[config.mk]
export PLATFORM = sky130hd
export DESIGN_NAME = hsv_to_rgb_flat
export DESIGN_NICKNAME = d
export VERILOG_FILES = /design/src/rtl/hsv_to_rgb_if.sv /design/src/rtl/hsv_to_rgb.sv /design/src/flat_wrapper.sv
export SDC_FILE = /design/constraint.sdc
export NUM_CORES = 1
export LEC_CHECK = 0
export ABC_AREA = 1
export CAP_MARGIN = 20
export CORE_MARGIN = 4
export CORE_UTILIZATION = 55
export CTS_CLUSTER_DIAMETER = 150
export DETAILED_ROUTE_END_ITERATION = 8
export PLACE_DENSITY = 0.87
export SLEW_MARGIN = 30
export SYNTH_ARGS = -nofsm -noshare
export SYNTH_HDL_FRONTEND = slang
export SYNTH_SLANG_ARGS = --single-unit
export TNS_END_PERCENT = 20
[constraint.sdc]
create_clock -name clk -period 6.6 [get_ports clk]
set_input_delay 1.32 -clock clk [delete_from_list [all_inputs] [get_ports clk]]
set_output_delay 1.32 -clock clk [all_outputs]
set_load 0.005 [all_outputs]
[src/rtl/hsv_to_rgb_if.sv]
// Pixel stream bundle for the HSV-to-RGB converter: HSV input side with sideband,
// RGB output side with sideband, and the valid/ready pair on each side.
interface hsv_to_rgb_if #(
    parameter int HW = 14,
    parameter int CW = 8
);
    logic                 in_valid;
    logic                 in_ready;
    logic signed [HW-1:0] H_i;
    logic [CW-1:0]        S_i;
    logic [CW-1:0]        V_i;
    logic                 sof_i;
    logic                 eol_i;
    logic                 out_valid;
    logic                 out_ready;
    logic [CW-1:0]        R_o;
    logic [CW-1:0]        G_o;
    logic [CW-1:0]        B_o;
    logic                 sof_o;
    logic                 eol_o;

    modport master (
        output in_valid, H_i, S_i, V_i, sof_i, eol_i, out_ready,
        input  in_ready, out_valid, R_o, G_o, B_o, sof_o, eol_o
    );

    modport slave (
        input  in_valid, H_i, S_i, V_i, sof_i, eol_i, out_ready,
        output in_ready, out_valid, R_o, G_o, B_o, sof_o, eol_o
    );
endinterface

[src/rtl/hsv_to_rgb.sv]
// Three-stage HSV-to-RGB converter: clamp, sector select, channel build.
// One pixel per clock; a single enable stalls the whole pipe when the output is blocked.
module hsv_to_rgb #(
    parameter int HW = 14,
    parameter int CW = 8
) (
    input logic         clk,
    input logic         rst_n,
    hsv_to_rgb_if.slave bus
);
    typedef enum logic [1:0] {
        SEC_R = 2'd0,
        SEC_G = 2'd1,
        SEC_B = 2'd2
    } sector_e;

    localparam logic signed [HW-1:0] CHAN_MAX_S = {{(HW-CW){1'b0}}, {CW{1'b1}}};
    localparam logic signed [HW-1:0] ZERO_S     = {HW{1'b0}};

    function automatic logic [CW-1:0] sat_chan(input logic signed [HW-1:0] val);
        logic [CW-1:0] res;
        if (val > CHAN_MAX_S) begin
            res = {CW{1'b1}};
        end else if (val < ZERO_S) begin
            res = {CW{1'b0}};
        end else begin
            res = val[CW-1:0];
        end
        return res;
    endfunction

    logic                 en_s;
    logic                 out_valid_q;

    // Stage 1 signals
    logic [CW-1:0]        c_s;
    logic signed [HW-1:0] c_ext_s;
    logic signed [HW-1:0] c5_s;
    logic signed [HW-1:0] cneg_s;
    logic signed [HW-1:0] h1_d, h1_q;
    logic [CW-1:0]        c1_d, c1_q;
    logic [CW-1:0]        v1_d, v1_q;
    logic [CW-1:0]        m1_d, m1_q;
    logic                 vld1_d, vld1_q;
    logic                 sof1_d, sof1_q;
    logic                 eol1_d, eol1_q;

    // Stage 2 signals
    logic signed [HW-1:0] c1x_s;
    sector_e              sec2_d, sec2_q;
    logic signed [HW-1:0] x2_d, x2_q;
    logic [CW-1:0]        v2_q, m2_q;
    logic                 vld2_q, sof2_q, eol2_q;

    // Stage 3 signals
    logic signed [HW-1:0] m_ext_s;
    logic signed [HW-1:0] add_s;
    logic signed [HW-1:0] sub_s;
    logic [CW-1:0]        r3_d, g3_d, b3_d;
    logic [CW-1:0]        r_q, g_q, b_q;
    logic                 sof_q, eol_q;

    assign en_s         = ~out_valid_q | bus.out_ready;
    assign bus.in_ready = en_s & rst_n;

    // Stage 1 next state: chroma from min(S,V), hue clamped to the hexagon [-C, 5C]
    always_comb begin
        if (bus.V_i < bus.S_i) begin
            c_s = bus.V_i;
        end else begin
            c_s = bus.S_i;
        end
        c_ext_s = $signed({{(HW-CW){1'b0}}, c_s});
        c5_s    = (c_ext_s <<< 2) + c_ext_s;
        cneg_s  = -c_ext_s;
        if (bus.H_i < cneg_s) begin
            h1_d = cneg_s;
        end else if (bus.H_i > c5_s) begin
            h1_d = c5_s;
        end else begin
            h1_d = bus.H_i;
        end
        c1_d   = c_s;
        v1_d   = bus.V_i;
        m1_d   = bus.V_i - c_s;
        vld1_d = bus.in_valid;
        sof1_d = bus.sof_i;
        eol1_d = bus.eol_i;
    end

    // Stage 1 register
    always_ff @(posedge clk) begin
        if (!rst_n) begin
            vld1_q <= 1'b0;
            h1_q   <= {HW{1'b0}};
            c1_q   <= {CW{1'b0}};
            v1_q   <= {CW{1'b0}};
            m1_q   <= {CW{1'b0}};
            sof1_q <= 1'b0;
            eol1_q <= 1'b0;
        end else if (en_s) begin
            vld1_q <= vld1_d;
            h1_q   <= h1_d;
            c1_q   <= c1_d;
            v1_q   <= v1_d;
            m1_q   <= m1_d;
            sof1_q <= sof1_d;
            eol1_q <= eol1_d;
        end
    end

    // Stage 2 next state: first matching sector wins, so H==C and H==3C land in the later one
    always_comb begin
        c1x_s = $signed({{(HW-CW){1'b0}}, c1_q});
        if (h1_q < c1x_s) begin
            sec2_d = SEC_R;
            x2_d   = h1_q;
        end else if (h1_q < ((c1x_s <<< 1) + c1x_s)) begin
            sec2_d = SEC_G;
            x2_d   = h1_q - (c1x_s <<< 1);
        end else begin
            sec2_d = SEC_B;
            x2_d   = h1_q - (c1x_s <<< 2);
        end
    end

    // Stage 2 register
    always_ff @(posedge clk) begin
        if (!rst_n) begin
            vld2_q <= 1'b0;
            sec2_q <= SEC_R;
            x2_q   <= {HW{1'b0}};
            v2_q   <= {CW{1'b0}};
            m2_q   <= {CW{1'b0}};
            sof2_q <= 1'b0;
            eol2_q <= 1'b0;
        end else if (en_s) begin
            vld2_q <= vld1_q;
            sec2_q <= sec2_d;
            x2_q   <= x2_d;
            v2_q   <= v1_q;
            m2_q   <= m1_q;
            sof2_q <= sof1_q;
            eol2_q <= eol1_q;
        end
    end

    // Stage 3 next state: max channel is V, the sign of x picks which other channel rises above m
    always_comb begin
        m_ext_s = $signed({{(HW-CW){1'b0}}, m2_q});
        add_s   = m_ext_s + x2_q;
        sub_s   = m_ext_s - x2_q;
        r3_d    = m2_q;
        g3_d    = m2_q;
        b3_d    = m2_q;
        case (sec2_q)
            SEC_R: begin
                r3_d = v2_q;
                if (!x2_q[HW-1]) begin
                    g3_d = sat_chan(add_s);
                    b3_d = m2_q;
                end else begin
                    g3_d = m2_q;
                    b3_d = sat_chan(sub_s);
                end
            end
            SEC_G: begin
                g3_d = v2_q;
                if (!x2_q[HW-1]) begin
                    b3_d = sat_chan(add_s);
                    r3_d = m2_q;
                end else begin
                    b3_d = m2_q;
                    r3_d = sat_chan(sub_s);
                end
            end
            SEC_B: begin
                b3_d = v2_q;
                if (!x2_q[HW-1]) begin
                    r3_d = sat_chan(add_s);
                    g3_d = m2_q;
                end else begin
                    r3_d = m2_q;
                    g3_d = sat_chan(sub_s);
                end
            end
            default: begin
                r3_d = v2_q;
                g3_d = v2_q;
                b3_d = v2_q;
            end
        endcase
    end

    // Stage 3 register drives the outputs directly
    always_ff @(posedge clk) begin
        if (!rst_n) begin
            out_valid_q <= 1'b0;
            r_q         <= {CW{1'b0}};
            g_q         <= {CW{1'b0}};
            b_q         <= {CW{1'b0}};
            sof_q       <= 1'b0;
            eol_q       <= 1'b0;
        end else if (en_s) begin
            out_valid_q <= vld2_q;
            r_q         <= r3_d;
            g_q         <= g3_d;
            b_q         <= b3_d;
            sof_q       <= sof2_q;
            eol_q       <= eol2_q;
        end
    end

    assign bus.out_valid = out_valid_q;
    assign bus.R_o       = r_q;
    assign bus.G_o       = g_q;
    assign bus.B_o       = b_q;
    assign bus.sof_o     = sof_q;
    assign bus.eol_o     = eol_q;
endmodule

[src/flat_wrapper.sv]
// flat-port wrapper written by rule: the top's interface ports become plain ports
module hsv_to_rgb_flat 
#(
    parameter int HW = 14,
    parameter int CW = 8
)
  (clk, rst_n, bus_in_valid, bus_H_i, bus_S_i, bus_V_i, bus_sof_i, bus_eol_i, bus_out_ready, bus_in_ready, bus_out_valid, bus_R_o, bus_G_o, bus_B_o, bus_sof_o, bus_eol_o);
  hsv_to_rgb_if #(.HW(HW), .CW(CW)) bus_i ();
  input logic clk;
  input logic rst_n;
  input wire logic [$bits(bus_i.in_valid)-1:0] bus_in_valid;
  input wire logic [$bits(bus_i.H_i)-1:0] bus_H_i;
  input wire logic [$bits(bus_i.S_i)-1:0] bus_S_i;
  input wire logic [$bits(bus_i.V_i)-1:0] bus_V_i;
  input wire logic [$bits(bus_i.sof_i)-1:0] bus_sof_i;
  input wire logic [$bits(bus_i.eol_i)-1:0] bus_eol_i;
  input wire logic [$bits(bus_i.out_ready)-1:0] bus_out_ready;
  output wire logic [$bits(bus_i.in_ready)-1:0] bus_in_ready;
  output wire logic [$bits(bus_i.out_valid)-1:0] bus_out_valid;
  output wire logic [$bits(bus_i.R_o)-1:0] bus_R_o;
  output wire logic [$bits(bus_i.G_o)-1:0] bus_G_o;
  output wire logic [$bits(bus_i.B_o)-1:0] bus_B_o;
  output wire logic [$bits(bus_i.sof_o)-1:0] bus_sof_o;
  output wire logic [$bits(bus_i.eol_o)-1:0] bus_eol_o;
  assign bus_i.in_valid = bus_in_valid;
  assign bus_i.H_i = bus_H_i;
  assign bus_i.S_i = bus_S_i;
  assign bus_i.V_i = bus_V_i;
  assign bus_i.sof_i = bus_sof_i;
  assign bus_i.eol_i = bus_eol_i;
  assign bus_i.out_ready = bus_out_ready;
  assign bus_in_ready = bus_i.in_ready;
  assign bus_out_valid = bus_i.out_valid;
  assign bus_R_o = bus_i.R_o;
  assign bus_G_o = bus_i.G_o;
  assign bus_B_o = bus_i.B_o;
  assign bus_sof_o = bus_i.sof_o;
  assign bus_eol_o = bus_i.eol_o;
  hsv_to_rgb #(.HW(HW), .CW(CW)) u_core (.clk(clk), .rst_n(rst_n), .bus(bus_i));
endmodule
Word level (Yosys, flattened, before mapping). Cells that the tools add are included. W data, S select, Z words.

Bits in registers: 103. Word-level logic and storage cells: 59. Input bits: 36. Output and inout port bits: 28.

Equal/unequal tests: 2. Reductions and logical operators: 1. Order comparisons: 9. Add/subtract/negate cells: 8. Bitwise operators: 3. Muxes and demuxes: 16.

Operators with widths (number): $mux W14 (4); $mux W8 (7); $pmux W8 S2 (3); $gt A14 B9 Y1 const B (2); $lt A14 B1 Y1 const B (2); $lt A14 B14 Y1 (2); $add A9 B14 Y14 (1); $gt A14 B14 Y1 (1); $lt A14 B9 Y1 (1); $neg A8 Y14 (1); $sub A14 B10 Y14 (1); $sub A14 B11 Y14 (1); $sub A9 B14 Y14 (1); $add A10 B8 Y11 (1); $add A9 B8 Y10 (1); $lt A8 B8 Y1 (1); $sub A8 B8 Y8 (1); $mux W2 (2); $eq A2 B1 Y1 const B (1); $eq A2 B2 Y1 const B (1); $logic_not A2 Y1 (1); $and A1 B1 Y1 (1); $not A1 Y1 (1); $or A1 B1 Y1 (1).

Longest topological paths before layout. Gate-level depths: netlist of run 1.

Depth after elaboration: 6. Depth in mapped cells: 34. Depth with buffers taken out: 34.

Worst setup path before layout of run 1. OpenSTA, ideal clock, no wires.

Path kind: in2reg. Start point: input port bus_S_i[7]. End point: register u_core.h1_q[13]. Required time: 6.484 ns. Path buffers: 1. Setup time: 0.116 ns. Slack: 1.927 ns. Data arrival time: 4.557 ns. Cell stages on the path: 27. Cells stage by stage: inv_1 > ha_1 > nand2_1 > inv_1 > nor2_1 > o21a_2 > nand2_4 > buf_8 > o21ai_2 > inv_1 > ha_1 > nor3b_2 > nand2_1 > nor2_2 > ha_1 > inv_1 > o31ai_1 > a21oi_1 > nand2_1 > xor2_1 > clkinv_1 > o21ai_2 > nand2_1 > inv_2 > o21ai_0 > o211ai_1 > inv_1.

Longest elaborated chain between the ends: 6. Elaborated cells between the ends (all ways): 8. Classes of those cells: add/sub (2); order compare (3); mux (3).

RTL lines: from (decl) (RTL line flat_wrapper.sv:13) `input wire logic [$bits(bus_i.S_i)-1:0] bus_S_i;`; $lt A8 B8 Y1 * (RTL line hsv_to_rgb.sv:68) `if (bus.V_i < bus.S_i) begin`; $mux W8 * (RTL line hsv_to_rgb.sv:68); named net u_core.c1_d[0] (RTL line hsv_to_rgb.sv:41) `logic [CW-1:0] c1_d, c1_q;`; $add A10 B8 Y11 (RTL line hsv_to_rgb.sv:74) `c5_s = (c_ext_s <<< 2) + c_ext_s;`; $gt A14 B14 Y1 (RTL line hsv_to_rgb.sv:78) `end else if (bus.H_i > c5_s) begin`; $mux W14 (RTL line hsv_to_rgb.sv:78); $mux W14 * (RTL line hsv_to_rgb.sv:76) `if (bus.H_i < cneg_s) begin`; to (signal assigned) (RTL line hsv_to_rgb.sv:95) `h1_q <= {HW{1'b0}};`; to (decl) (RTL line hsv_to_rgb.sv:40) `logic signed [HW-1:0] h1_d, h1_q;`.

The timed path passes the listed nets; every way through them passes the cells marked *. A chain may end at the register's enable or synchronous reset.

Worst setup path after layout of run 1.
Start point: input port bus_V_i[7]. End point: register u_core.h1_q[2].

Longest elaborated chain between the ends: 6. Elaborated cells between the ends (all ways): 8. Classes of those cells: add/sub (2); order compare (3); mux (3).

RTL lines: from (decl) (RTL line flat_wrapper.sv:14) `input wire logic [$bits(bus_i.V_i)-1:0] bus_V_i;`; $lt A8 B8 Y1 (RTL line hsv_to_rgb.sv:68); $mux W8 * (RTL line hsv_to_rgb.sv:68); $add A10 B8 Y11 (RTL line hsv_to_rgb.sv:74); $gt A14 B14 Y1 (RTL line hsv_to_rgb.sv:78); $mux W14 (RTL line hsv_to_rgb.sv:78); $mux W14 * (RTL line hsv_to_rgb.sv:76).

Every way passes the cells marked *; elsewhere a longest branch is shown, timed or not.

==> reports/results.txt, run 1 <==
Slowest-stage cell, CP: clkdlybuf4s50_1
IR drop worst, VDD: 148.0 uV
Wire length of the first global-routing pass: 41.39 mm
Largest net degree at the start of global routing: 48
Sequential cell area: 2062 um^2
Net count, final: 1485
Cell variety after synth: 56
CP max stage delay: 0.51 ns
Drt drc: 0
Buffers added on ports: 63
Yosys reg bits: 103
Reg2reg start: u_core.c1_q[1]$_SDFFE_PN0N_
TNS Setup: 0 ns
Met2 usage: 46.76%
EDFF count, synth: 0
Post-synthesis mux area share: 0%
Area contributors post-synth: dfxtp_1 (24%), ha_1 (14%), nand2_1 (12%)
Post-CTS Setup Bufs: 0
Crit. Startpoint: bus_V_i[7]
Die area: 18030 um^2
WP data required: 6.83 ns
Slew @ Worst Pin: 0.8290 ns
Critical path fanouts, max: 17
Placer Congestion: 0.9843
Total CTS buffers: 9
Yosys top cell area share: 23.51%
Startpoint types: input port
Met1 GRT Util: 36.99%
Crit. End Element: flop
Leakage power: 4.673 nW
Buf/Inv on CP: 4
Overall Power: 2.563 mW
Clock Latency Late Sink: 0.36 ns
Crit path DAT: 6.14 ns
Post-route ant nets: 0
Die H: 134.3 um
Endpoints failing setup: 0
Slew Limit Fails: 0
Slew margin rel.: 44.65%
Post-Syn Area per Cell: 6.731 um^2
Setup Skew: 0.01270 ns
Final worst path period share: 89.61%
Initial antenna violation count: 0
RSZ-0062 raised after global routing: false
Drt pass-1 iters: 7
CTS Sinks: 103
Post-cts resize count: 0
Routed Wire Length: 25.56 mm
Xor/xnor share of the synthesized area: 4.579%
Multi-input gate area: 5829 um^2
Die width: 134.3 um
Peak Freq: 169.1 MHz
Yosys warns: 0
Synth Instances: 1303
CTS tree: built
Ratio of cells with drive above 1 in the final layout: 6.741%
Sequential area share after synthesis: 23.51%
Clock Tree Buf Depth: 2
Cell Area, Synth: 8771 um^2
Adder-cell share of the synthesized area: 15.26%
Status: finished, final reports clean
Count of final hold-check violations: 0
Initial Utilization: 56.85%
Tightest Hold Check Type: flop to flop
Site row count: 45
CTS Hold Bufs: 0
I/O pins: 64
# fillers: 1386
Combinational family with the most area after synthesis: simple AND/OR/NAND/NOR gates
Vias per Instance: 5.867
Layout area overhead: 12.04%
Ys flop type: dfxtp_1
GRT busiest layer: met2
Cell mode on critical path: nand2_1
Complex-gate fraction of the synthesized area: 19.42%
Power Density: 260.8 nW/um^2
Gr usage total: 27.77%
Fin crit period: 5.915 ns
Clock slew at reported path FFs: 0.08 ns
WL/cell: 16.38 um
Vias in the first global route: 8580
H-tree levels: 3
Hold path startpoint: u_core.bus.R_o[2]$_SDFFE_PN0N_
Clock root cell: clkbuf_16
Simple-gate area share of the yosys netlist: 27.20%
Share of synthesized registers carrying an async set or reset: 0%
Crit Path Class: input port to flop
Antenna fix cells: 0
DP Wirelength: 19.28 mm
Cell accounting for the most synthesized area: dfxtp_1
Top delay family on crit path: simple AND/OR/NAND/NOR gates
Met3 GRT Util: 4.276%
DRT iter0 DRCs: 1000
CORE AREA: 15430 um^2
Syn nets: 1443
Via count: 9158
MaxCap Viol Count: 0
Gr ovfl total: 0
[layer usage]
layer	vias up	share of wire, %
met1	4163	42
met2	491	47
li1	4434	-
met3	70	9.1
met5	-	0
met4	0	2.2
[where the power goes]
group	internal, mW	switching [mW]
sequential	0.708	0.0798
combinational	0.471	0.778
clock	0.266	0.259
[registers in the layout, summed over array words and instances, names as in the netlist]
name                  cells
u_core.m1_q               8
u_core.vld2_q             1
u_core.c1_q               8
u_core.bus.eol_o          1
u_core.x2_q              14
u_core.bus.B_o            8
u_core.v1_q               8
u_core.bus.out_valid      1
u_core.bus.G_o            8
u_core.eol1_q             1
u_core.v2_q               8
u_core.vld1_q             1
u_core.sof2_q             1
u_core.m2_q               8
u_core.bus.R_o            8
u_core.sof1_q             1
u_core.bus.sof_o          1
u_core.h1_q              14
u_core.eol2_q             1
u_core.sec2_q             2
[layout make-up]
class / count / share of cell area (%)
Multi-Input combinational cell: 977 / 59.32
Sequential cell: 103 / 20.98
Timing Repair Buffer: 71 / 7.028
Inverter: 183 / 7.016
Tap cell: 211 / 2.687
Clock buffer: 10 / 2.330
Clock inverter: 6 / 0.6366
[metrics by stage]
stage	worst slack [ns]	area, um^2	hold slack (ns)	cells	util [%]
3_5_place_dp	0.4180	9535	0.4400	1545	61.81
3_3_place_gp	0.4962	9535	0.4393	1545	61.81
5_1_grt	0.2556	9827	0.4716	1561	63.70
2_1_floorplan	1.927	8771	0.4231	1303	-
6_report	0.6854	9827	0.4535	1561	63.70
4_1_cts	0.7782	9827	0.4552	1561	63.70
[worst min-delay path: stages (launching register included)]
cell	delay, ns
dfxtp_1	0.31
nand2_1	0.06
nand2_1	0.04
[final timing paths]
| kind | depth (start not counted) | slack, ns | end |
|---|---|---|---|
| worst min register to register | 2 | 0.45 | u_core.bus.R_o[2]$_SDFFE_PN0N_ |
| worst max register to register | 19 | 2.83 | u_core.x2_q[10]$_SDFFE_PN0N_ |
| worst min-delay path | 2 | 0.45 | u_core.bus.R_o[2]$_SDFFE_PN0N_ |
| worst max-delay path | 26 | 0.69 | u_core.h1_q[2]$_SDFFE_PN0N_ |
[Yosys cell counts (8+ instances only)]
| library cell | n |
|---|---|
| a21oi_1 | 108 |
| a31oi_1 | 21 |
| clkbuf_1 | 29 |
| dfxtp_1 | 103 |
| ha_1 | 99 |
| inv_1 | 170 |
| inv_2 | 10 |
| nand2_1 | 292 |
| nand2_2 | 18 |
| nand3_1 | 109 |
| nand4_1 | 11 |
| nor2_1 | 67 |
| nor3_1 | 10 |
| o21ai_0 | 81 |
| o22ai_1 | 36 |
| xnor2_1 | 8 |
| xor2_1 | 36 |
[cell usage in the layout, fill, tap and decap left out, types with 6 or more instances in the layout]
cell type,n
nand2_1,292
inv_1,170
nand3_1,109
a21oi_1,108
dfxtp_1,103
ha_1,99
o21ai_0,81
nor2_1,67
clkdlybuf4s50_1,63
xor2_1,36
o22ai_1,36
a31oi_1,21
nand2_2,18
nand4_1,11
inv_2,10
nor3_1,10
clkbuf_16,9
xnor2_1,8
buf_4,8
nand2_4,7
o21ai_1,7
o21ai_2,6
o221ai_1,6
[cells by family (layout without fill, tap and decap cells)]
logic type / Yosys count / in the layout
xor+xnor: 45 / 45
fa+ha+maj: 104 / 104
compound gates: 294 / 294
flops: 103 / 103
buf+inv: 223 / 270
simple gates: 534 / 534
(Power assumes the default switching activity.)
==> run 2: changes to the inputs <==
--- a/config.mk
+++ b/config.mk
@@ -6,7 +6,7 @@
 export NUM_CORES = 1
 export LEC_CHECK = 0
 export ABC_AREA = 1
-export CAP_MARGIN = 20
+export CAP_MARGIN = 10
 export CORE_MARGIN = 4
 export CORE_UTILIZATION = 55
 export CTS_CLUSTER_DIAMETER = 150
==> results of run 2 <==
Final layout, timing and power as in run 1 (identical DEF).
==> run 3: changes to the inputs <==
--- a/config.mk
+++ b/config.mk
@@ -7,7 +7,7 @@
 export LEC_CHECK = 0
 export ABC_AREA = 1
 export CAP_MARGIN = 10
-export CORE_MARGIN = 4
+export CORE_MARGIN = 2
 export CORE_UTILIZATION = 55
 export CTS_CLUSTER_DIAMETER = 150
 export DETAILED_ROUTE_END_ITERATION = 8
==> reports/results.txt, run 3 (same netlist as run 1, synthesis figures left out) <==
Slowest-stage cell, CP: clkdlybuf4s50_1
Drt pass-1 iters: 7 (unchanged)
Cell Count, Final, Fillers Out: 1566 (+0.32%)
Ratio of cells with drive above 1 in the final layout: 6.815% (+0.074 points)
Placed cell count: 1550 (+0.32%)
CP Depth: 29 (+12%)
WL/cell: 15.67 um (-4.3%)
Highest routed layer: met4
Slew margin rel.: 48.18% (+3.5 points)
TNS Setup: 0 ns (unchanged)
Post-cts resize count: 0 (unchanged)
Reg-to-reg endpoint: u_core.x2_q[10]$_SDFFE_PN0N_
Registers with the most flip-flops: u_core.h1_q (14), u_core.x2_q (14)
Count of final hold-check violations: 0 (unchanged)
Overall Power: 2.556 mW (-0.24%)
Wl on met1: 10.97 mm (+2.2%)
DRT iter0 DRCs: 783 (-22%)
Reg2reg start: u_core.c1_q[1]$_SDFFE_PN0N_
Post-route ant nets: 0 (unchanged)
Die width: 130.3 um (-3.0%)
Crit. End Element: flop
CORE AREA: 15710 um^2 (+1.8%)
Routed Wire Length: 24.53 mm (-4.0%)
Via count: 8990 (-1.8%)
Critical path destination: u_core.h1_q[3]$_SDFFE_PN0N_
Site row count: 46 (+2.2%)
Buffers added on ports: 63 (unchanged)
Slew Limit Fails: 0 (unchanged)
Crit Path Class: input port to flop
R2R depth: 19 (unchanged)
Routed wl met3: 1.682 mm (-28%)
Die H: 130.3 um (-3.0%)
H-tree levels: 3 (unchanged)
Layout area overhead: 12.20%
Slew @ Worst Pin: 0.7762 ns (-0.05280 ns)
Placer Congestion: 0.9507 (-3.4%)
Antenna fix cells: 0 (unchanged)
Startpoint types: input port
Peak Freq: 172.2 MHz (+1.9%)
WP data required: 6.86 ns (+0.03 ns)
Cell mode on critical path: nand2_1
Crit. Startpoint: bus_V_i[5]
IR drop worst, VDD: 152.0 uV (+2.7%)
# fillers: 1421 (+2.5%)
MaxCap Viol Count: 0 (unchanged)
Gr usage total: 29.26% (+1.5 points)
Initial Utilization: 55.82% (-1.0 points)
CTS tree: built
Total CTS buffers: 9 (unchanged)
DP Wirelength: 18.88 mm (-2.1%)
Vias in the first global route: 8224 (-4.1%)
Wire length of the first global-routing pass: 39.93 mm (-3.5%)
CP max stage delay: 0.50 ns (about the same)
Gr ovfl total: 0 (unchanged)
Buf/Inv on CP: 6 (+2)
Clock Latency Late Sink: 0.36 ns (about the same)
RSZ-0062 raised after global routing: false
Sequential cell area: 2062 um^2 (unchanged)
Largest net degree at the start of global routing: 50 (+4.2%)
Die area: 16970 um^2 (-5.9%)
Drt drc: 0 (unchanged)
Clock Tree Buf Depth: 2 (unchanged)
Clock root cell: clkbuf_16
Vias per Instance: 5.741 (-2.1%)
Clock slew at reported path FFs: 0.08 ns (about the same)
Status: finished, final reports clean
Leakage power: 4.678 nW (+0.10%)
Initial antenna violation count: 0 (unchanged)
Reg2Reg Setup Slack: 2.82 ns (about the same)
Commonest non-fill, non-tap cell in the layout: nand2_1
Multi-input gate area: 5829 um^2 (unchanged)
Hold WS: 0.4539 ns (+0.0004230 ns)
CTS Sinks: 103 (unchanged)
I/O pins: 64 (unchanged)
Crit path DAT: 6.06 ns (-0.08 ns)
Top delay family on crit path: simple AND/OR/NAND/NOR gates
Post-CTS Setup Bufs: 0 (unchanged)
Critical path fanouts, max: 17 (unchanged)
Power Density: 259.8 nW/um^2 (-0.38%)
Fin crit period: 5.806 ns (-0.1083 ns)
DR WL met2: 11.27 mm (-5.7%)
Highest-count cells in the layout ignoring fill and taps: nand2_1 (292), inv_1 (170), nand3_1 (109)
Final worst path period share: 87.97% (-1.6 points)
CTS Hold Bufs: 0 (unchanged)
Endpoints failing setup: 0 (unchanged)
Setup Skew: 0.01285 ns (+0.0001519 ns)
Tightest Hold Check Type: flop to flop
Net count, final: 1485 (unchanged)
-- run 3: cell count changes in the layout (fill, tap and decap cells not counted) --
cell / previous run / this run
inv_8: 2 / 3
clkbuf_1: 1 / 0
-- run 3: cell type report --
type | instances | area share (%)
flip-flops and latches | 103 | 20.95
clock inverters | 7 | 0.7502
repair buffers | 71 | 7.018
multi-input cells | 977 | 59.24
inverters | 183 | 7.006
well taps | 216 | 2.746
clock buffers | 9 | 2.289
-- run 3: stage by stage --
stage          setup slack (ns)  area (um^2)  utilization (%)
2_1_floorplan             1.927         8771                -
3_3_place_gp             0.5790         9542            60.73
3_5_place_dp             0.5586         9542            60.73
4_1_cts                  0.9048         9841            62.63
5_1_grt                  0.3940         9841            62.63
6_report                 0.7937         9841            62.63
-- run 3: worst reg2reg max path: stages, from the launching register on --
cell and delay (ns):
dfxtp_1 0.42, ha_1 0.27, fa_1 0.42, nand3_1 0.09, nand2_1 0.09, a21oi_1 0.16, o21ai_0 0.15, xor2_1 0.18
ha_1 0.30, a21oi_1 0.16, nor2_1 0.07, a2111oi_2 0.28, nand2_1 0.15, inv_2 0.20, nand2_1 0.26, o21ai_1 0.26
a21oi_1 0.08, o21ai_1 0.09, nand2_1 0.06, inv_1 0.04
-- run 3: layer usage --
metal  up-vias  GRT usage, %
met2       358         48.35
met3        50         3.813
met4         0         10.37
met5         -             0
met1      4148         39.29
li1       4434             -
-- run 3: worst min-delay path by stage --
| stage | from | end | slack (ns) | depth (start not counted) |
|---|---|---|---|---|
| 2_1_floorplan | u_core.m1_q[4]$_SDFFE_PN0N_ | u_core.m2_q[4]$_SDFFE_PN0N_ | 0.42 | 2 |
| 3_3_place_gp | u_core.bus.R_o[7]$_SDFFE_PN0N_ | u_core.bus.R_o[7]$_SDFFE_PN0N_ | 0.44 | 2 |
| 3_5_place_dp | u_core.bus.R_o[7]$_SDFFE_PN0N_ | u_core.bus.R_o[7]$_SDFFE_PN0N_ | 0.44 | 2 |
| 4_1_cts | u_core.bus.R_o[7]$_SDFFE_PN0N_ | u_core.bus.R_o[7]$_SDFFE_PN0N_ | 0.46 | 2 |
| 5_1_grt | u_core.bus.R_o[3]$_SDFFE_PN0N_ | u_core.bus.R_o[3]$_SDFFE_PN0N_ | 0.48 | 2 |
| 6_report | u_core.bus.R_o[7]$_SDFFE_PN0N_ | u_core.bus.R_o[7]$_SDFFE_PN0N_ | 0.45 | 2 |
-- run 3: where the power goes --
part / internal, mW / switching (mW)
clock network: 0.269 / 0.264
registers: 0.708 / 0.0772
logic: 0.469 / 0.768
total: 1.45 / 1.11
